**config.mk**
```make
export PLATFORM = sky130hd
export DESIGN_NAME = mag_window_stats
export DESIGN_NICKNAME = d
export VERILOG_FILES = /design/src/rtl/mag_window_stats.sv
export SDC_FILE = /design/constraint.sdc
export NUM_CORES = 1
export LEC_CHECK = 0
export ABC_AREA = 1
export BUFFER_PORTS_ARGS = -buffer_cell sky130_fd_sc_hd__buf_2
export CAP_MARGIN = 30
export CORE_UTILIZATION = 45
export DETAILED_ROUTE_END_ITERATION = 7
export GPL_TIMING_DRIVEN = 0
export MAX_ROUTING_LAYER = met4
export PLACE_DENSITY = 0.68
export SYNTH_ARGS = -nofsm -noshare
export SYNTH_HDL_FRONTEND = slang
export SYNTH_SLANG_ARGS = --single-unit
```
**constraint.sdc**
```tcl
create_clock -name clk -period 2 [get_ports clk]
set_input_delay 0.2 -clock clk [delete_from_list [all_inputs] [get_ports clk]]
set_output_delay 0.2 -clock clk [all_outputs]
set_load 0.01 [all_outputs]
```
**src/rtl/mag_window_stats.sv**
```systemverilog
`default_nettype none
// ============================================================================
//  Module   : mag_window_stats
//  Purpose  : Windowed statistics on a stream of unsigned 8-bit magnitudes.
//             Collects 2^WIN_LOG2 accepted samples per window. At the end of
//             each window it publishes the max, min and truncated mean. It
//             also keeps a hysteretic alarm flag based on the mean.
//  Revision : 1.0  initial release
// ----------------------------------------------------------------------------
//  Ports
//    clk         in   1         rising-edge clock
//    rst_n       in   1         asynchronous active-low reset
//    ena         in   1         global enable; low freezes all state
//    mag_in      in   8         unsigned magnitude sample
//    mag_valid   in   1         mag_in carries a new sample this cycle
//    clear       in   1         discard the open window (synchronous)
//    win_max     out  8         max of last completed window
//    win_min     out  8         min of last completed window
//    win_avg     out  8         truncated mean of last completed window
//    stats_valid out  1         one-cycle pulse when win_* update
//    alarm       out  1         hysteretic threshold flag on win_avg
//    win_cnt     out  WIN_LOG2  samples accepted in the open window
// ============================================================================
module mag_window_stats #(
    parameter int         WIN_LOG2  = 3,
    parameter logic [7:0] THRESH_HI = 8'd180,
    parameter logic [7:0] THRESH_LO = 8'd120
) (
    input  logic                clk,
    input  logic                rst_n,
    input  logic                ena,
    input  logic [7:0]          mag_in,
    input  logic                mag_valid,
    input  logic                clear,
    output logic [7:0]          win_max,
    output logic [7:0]          win_min,
    output logic [7:0]          win_avg,
    output logic                stats_valid,
    output logic                alarm,
    output logic [WIN_LOG2-1:0] win_cnt
);

    localparam int                SUM_W    = 8 + WIN_LOG2;
    localparam logic [WIN_LOG2-1:0] LAST_IDX = {WIN_LOG2{1'b1}};

    // Open-window state
    logic [WIN_LOG2-1:0] cnt_q, cnt_d;
    logic [SUM_W-1:0]    sum_q, sum_d;
    logic [7:0]          run_max_q, run_max_d;
    logic [7:0]          run_min_q, run_min_d;

    // Published results
    logic [7:0]          win_max_q, win_max_d;
    logic [7:0]          win_min_q, win_min_d;
    logic [7:0]          win_avg_q, win_avg_d;
    logic                stats_valid_q, stats_valid_d;
    logic                alarm_q, alarm_d;

    // Helper values for the sample being accepted this cycle
    logic [WIN_LOG2-1:0] cnt_base;
    logic                first_smp;
    logic [SUM_W-1:0]    sum_acc;
    logic [7:0]          max_acc;
    logic [7:0]          min_acc;
    logic [7:0]          avg_new;

    always_comb begin
        // A same-edge clear makes the incoming sample the first of a fresh window.
        cnt_base  = clear ? '0 : cnt_q;
        first_smp = (cnt_base == '0);
        sum_acc   = first_smp ? {{WIN_LOG2{1'b0}}, mag_in}
                              : sum_q + {{WIN_LOG2{1'b0}}, mag_in};
        max_acc   = (first_smp || (mag_in > run_max_q)) ? mag_in : run_max_q;
        min_acc   = (first_smp || (mag_in < run_min_q)) ? mag_in : run_min_q;
        // The sum cannot overflow, so the upper 8 bits are the truncated mean.
        avg_new   = sum_acc[SUM_W-1:WIN_LOG2];

        cnt_d         = cnt_q;
        sum_d         = sum_q;
        run_max_d     = run_max_q;
        run_min_d     = run_min_q;
        win_max_d     = win_max_q;
        win_min_d     = win_min_q;
        win_avg_d     = win_avg_q;
        alarm_d       = alarm_q;
        stats_valid_d = 1'b0;

        if (ena) begin
            if (mag_valid) begin
                if (cnt_base == LAST_IDX) begin
                    // Window completes on this edge and includes this sample.
                    cnt_d         = '0;
                    sum_d         = '0;
                    run_max_d     = 8'd0;
                    run_min_d     = 8'd0;
                    win_max_d     = max_acc;
                    win_min_d     = min_acc;
                    win_avg_d     = avg_new;
                    stats_valid_d = 1'b1;
                    if (avg_new >= THRESH_HI) begin
                        alarm_d = 1'b1;
                    end else if (avg_new <= THRESH_LO) begin
                        alarm_d = 1'b0;
                    end
                end else begin
                    cnt_d     = cnt_base + WIN_LOG2'(1);
                    sum_d     = sum_acc;
                    run_max_d = max_acc;
                    run_min_d = min_acc;
                end
            end else if (clear) begin
                cnt_d = '0;
            end
        end
    end

    always_ff @(posedge clk or negedge rst_n) begin
        if (!rst_n) begin
            cnt_q         <= '0;
            sum_q         <= '0;
            run_max_q     <= 8'd0;
            run_min_q     <= 8'd0;
            win_max_q     <= 8'd0;
            win_min_q     <= 8'd0;
            win_avg_q     <= 8'd0;
            stats_valid_q <= 1'b0;
            alarm_q       <= 1'b0;
        end else begin
            cnt_q         <= cnt_d;
            sum_q         <= sum_d;
            run_max_q     <= run_max_d;
            run_min_q     <= run_min_d;
            win_max_q     <= win_max_d;
            win_min_q     <= win_min_d;
            win_avg_q     <= win_avg_d;
            stats_valid_q <= stats_valid_d;
            alarm_q       <= alarm_d;
        end
    end

    assign win_max     = win_max_q;
    assign win_min     = win_min_q;
    assign win_avg     = win_avg_q;
    assign stats_valid = stats_valid_q;
    assign alarm       = alarm_q;
    assign win_cnt     = cnt_q;

endmodule
`default_nettype wire
```
== After elaboration in Yosys (flattened, before gate mapping) ==
Cells that the tools add are included.

* Output and inout port bits: 29
* Register bits: 56
* Logic and storage cells: 37
* Bits of input ports: 13

* $add $sub $neg: 2
* Magnitude comparators: 4
* Reduce and logical (&&, ||, !) cells: 7
* Equality and inequality tests: 1
* Multiplexer cells: 14

{| class="wikitable"
|+ Operator list
! kind !! number
|-
| 8-bit 2-to-1 mux || 4
|-
| 11-bit 2-to-1 mux || 2
|-
| 11-bit by 8-bit adder with 11-bit output || 1
|-
| 3-bit 2-to-1 mux || 3
|-
| 8-bit >= comparator, second input constant || 1
|-
| 8-bit > comparator || 1
|-
| 8-bit by 7-bit less-or-equal comparator with 1-bit output, second input constant || 1
|-
| 8-bit < comparator || 1
|-
| 1-bit 2-to-1 mux || 5
|-
| 4-bit AND reduction || 1
|-
| 3-bit by 1-bit adder with 3-bit output, second input constant || 1
|-
| 3-bit equality test, second input constant || 1
|-
| 3-bit zero test || 1
|-
| 3-bit AND reduction || 1
|-
| 1-bit logical OR || 2
|-
| 2-bit AND reduction || 1
|-
| 2-bit nonzero test || 1
|}

== Longest topological paths before layout ==
* Word-level depth: 6
* Gate-level depth with buffers: 17
* Mapped depth without buffers: 17

== Least setup slack after synthesis ==
Ideal clock, no wire load.

* Kind: reg2reg
* Start point: register sum_q[0]
* End point: register alarm_q, in the netlist alarm
* Path buffers: 0
* Arrival: 1.694 ns
* Required time: 1.883 ns
* Setup time: 0.117 ns
* Clock period less this slack: 1.811 ns
* Path slack: 0.189 ns
* Cell stages (with the launch flop): 16
* Cells stage by stage: dfrtp_1 -> ha_1 -> inv_1 -> fa_1 -> inv_1 -> nand3_1 -> nand2_1 -> nand2_2 -> nand2_2 -> nand3_1 -> nand3_2 -> nand2_1 -> inv_1 -> nand2_1 -> nand2_1 -> nand2_1

* Word-level cells in the longest chain between the ends: 5
* Elaborated cells between the ends (all ways): 7
* Classes of those cells: add/sub (1); order compare (2); mux (2); reduce/logical (2)

{| class="wikitable"
|+ RTL lines
! element !! RTL line !! source
|-
| start, declared || 48 || <nowiki>logic [SUM_W-1:0] sum_q, sum_d;</nowiki>
|-
| start signal, assigned || 130 || <nowiki>sum_q <= sum_d;</nowiki>
|-
| 11-bit by 8-bit adder with 11-bit output * || 72 || <nowiki>: sum_q + {{WIN_LOG2{1'b0}}, mag_in};</nowiki>
|-
| 11-bit 2-to-1 mux * || 71 || <nowiki>sum_acc = first_smp ? {{WIN_LOG2{1'b0}}, mag_in}</nowiki>
|-
| 8-bit >= comparator / 8-bit by 7-bit less-or-equal comparator with 1-bit output (equally long branches) || 100, 102 ||
|-
| 2-bit nonzero test (no line) || -- ||
|-
| 4-bit AND reduction (no line) || -- ||
|-
| end signal, assigned || 137 || <nowiki>alarm_q <= alarm_d;</nowiki>
|-
| end, declared || 57 || <nowiki>logic alarm_q, alarm_d;</nowiki>
|}

Mark *: on every way between the ends. The rest lies on a longest branch, timed or not.
A chain may end at the register's enable or synchronous reset.

== Worst setup path after layout ==
Ends and elaborated chain as after synthesis.

==> results.md <==
- Starting Density: 0.4701
- Synth top area cells: dfrtp_1 41%, nand2_1 14%, nand3_1 9.8%, ha_1 9.5%, inv_1 6.5%
- Share of cells above drive strength 1: 0.1889
- Yosys top cell by area: dfrtp_1
- Antenna fix cells: 0
- Finished Core Util: 0.5455
- Max Transition Viols Final: 0
- Core Area: 0.007292 sq mm
- Count of different cell masters after synthesis: 34
- Worst Setup Path Type: reg2reg
- Syn_nets: 487
- Max VDD drop: 334.4 uV
- HPWL Detailed: 6402 um
- Top sig layer: met4
- Outcome: finished, final reports clean
- Worst Max-Slew Pin Slew: 0.6810 ns
- RePlAce Congestion: 0.8697
- Row count: 31
- CTS Buffer Depth: 2
- Critical Path Fanout Max: 3
- Boundary Pins: 42
- Seq/Total Area, Yosys: 0.4088
- Synthesized cell area: 0.003428 sq mm
- Critical Path Sink Type: flip-flop
- Cell Area, Placed: 0.003777 sq mm
- P&R area growth vs syn: 16.02%
- Metal2 WL: 4031 um
- Final min period: 1.922 ns
- Rel. slew slack: 0.5460
- Port bufs: 41
- # setup viols final: 0
- Iter 0 DRT Violations: 176
- Final worst setup slack: 0.07791 ns
- Worst reg-to-reg setup slack: 0.08 ns
- Pwr/cell area: 808.5 mW/mm^2
- First-pass GRT wire length: 13800 um
- Vias post-DR: 3114
- Final count of hold timing violations: 0
- Pre-CTS setup slack: -0.06401 ns
- Period Utilization, post-route: 0.9610
- Top post-synthesis cells by count: 126 x nand2_1, 67 x nand3_1, 59 x inv_1
- Number of flops mapped to enable cells by yosys: 0
- Fin area: 0.003978 sq mm
- Setup TNS: 0 ns
- Worst Skew: 0.005512 ns
- Reg clk slew, reported paths: 0.10 ns
- Crit path arrival time: 2.14 ns
- Initial antenna violation count: 0
- Post-synth ARST share: 1.000
- Final hold slack: 0.1586 ns
- Final Net Count: 542
- Syn Inst Count: 447
- Drt via density: 5.173
- #FFs+latches synth: 56
- Die ar.: 0.007972 sq mm
- Max-cap violation count: 0
- Most common flop cell mapped by yosys: dfrtp_1
- Pleak: 0.002204 uW
- Ys Warns: 0
- Startpoint types: flip-flop
- Residual DRC: 0
- GRT Total Usage: 0.2366
- Final wirelength: 8518 um
- Htree depth: 2
- Max Clock Freq: 520.3 MHz
- CTS Buf Count: 5
- WL/cell: 14.15 um
- Number of routed nets with antenna violations: 0
- Mean Syn Cell Area: 7.670 sq um
- DR pass1 iterations: 4
- WL met1: 3992 um
- Worst hold path class: in2reg
- CTS Sinks: 56
- DR WL met3: 438 um
- Most numerous cell in the Yosys netlist: nand2_1
- RSZ-0062 raised after global routing: true
- CTS tree: built
- Root buffer cell: clkbuf_8
- Worst EP required: 2.21 ns
- Top-area cell type share of the netlist area: 0.4088
- Via count of the first global-routing pass: 2851
- Grt ovf: 0
- Clk Latency, worst-skew pair: 0.31 ns
- Die Wd: 89.29 um
- Pin count of the biggest net entering global routing: 30
- Die Ht: 89.29 um
[layer usage]
layer	global-route usage	up-vias
li1	-	1562
met4	0.04040	0
met2	0.3858	72
met1	0.3186	1472
met3	0.03324	8
met5	-	-
[report_power, final]
group          switching (uW)  internal [uW]  total, uW
registers                57.9           1250       1310
logic                     729            417       1150
clock network             381            379        760
[registers in the layout, indices dropped and copies added (netlist names)]
register	cells
sum_q	11
run_max_q	8
win_min	8
stats_valid	1
run_min_q	8
win_avg	8
win_max	8
win_cnt	3
alarm	1
[cells by family after synthesis]
logic type	Yosys count	share of synthesized area
simple gates	232	0.3047
buf+inv	72	0.08613
compound gates	59	0.09708
flops	56	0.4088
fa+ha+maj	27	0.1007
xor+xnor	1	0.002555
[stage by stage]
stage | std cells | power [uW]
after floorplan | 447 | 2129
after detailed placement | 588 | 2408
after CTS | 597 | 3190
after global routing | 602 | 3451
after global placement | 587 | 2369
final | 602 | 3216
[final timing paths]
check                                 from           end  depth (start not counted)
worst max-delay path              sum_q[0]         alarm                         17
worst min-delay path                   ena    win_cnt[2]                          2
worst max register to register    sum_q[0]         alarm                         17
worst min register to register  win_min[6]    win_min[6]                          2
max in group asynchronous            rst_n  run_min_q[0]                          3
min in group asynchronous            rst_n  run_max_q[2]                          2
[final cells by class]
class	instances	area, sq um
multi-input cells	319	1769
inverters	60	225.2
well taps	99	123.9
clock inverters	2	38.79
flip-flops and latches	56	1401
plain buffers	12	73.82
repair buffers	48	272.8
fillers	756	3314
clock buffers	6	72.57
[repair_timing]
action | CTS | global route
gates resized for setup | 3 | 17
setup endpoints to repair | 1 | 27
hold buffers | 1 | 0
pin swaps | 2 | 3
hold endpoints to repair | 28 | 0
setup buffers | 0 | 5
[worst max-delay path, cell delays in order, from the launching register on]
cell	delay [ns]
dfrtp_1	0.40
ha_4	0.16
inv_1	0.05
fa_2	0.35
inv_2	0.07
nand2_1	0.05
nand2_1	0.06
nand3_1	0.09
nand2_1	0.07
nand2_1	0.04
nand3_1	0.06
nand2_1	0.08
inv_2	0.07
nor2_1	0.04
nand3_1	0.06
nand2_1	0.05
nand2_1	0.05
nand2_1	0.05
[cell usage in the layout (no fill, tap or decap), types with 2 or more instances in the layout]
cell,Yosys,routed
a21oi_1,11,11
buf_2,2,43
buf_4,4,9
clkbuf_1,5,3
clkbuf_2,0,3
clkbuf_8,0,5
dfrtp_1,56,56
ha_1,26,25
inv_1,59,57
inv_2,1,3
nand2_1,126,124
nand2_2,10,11
nand3_1,67,66
nand3_2,3,4
nand3b_1,3,3
nand4_1,3,3
nor2_1,12,11
nor2_2,4,4
nor2_4,1,2
o21a_1,2,2
o21ai_0,30,29
o21ai_1,6,7
o22ai_1,3,3
No activity file was read; power rests on OpenSTA's default activity.
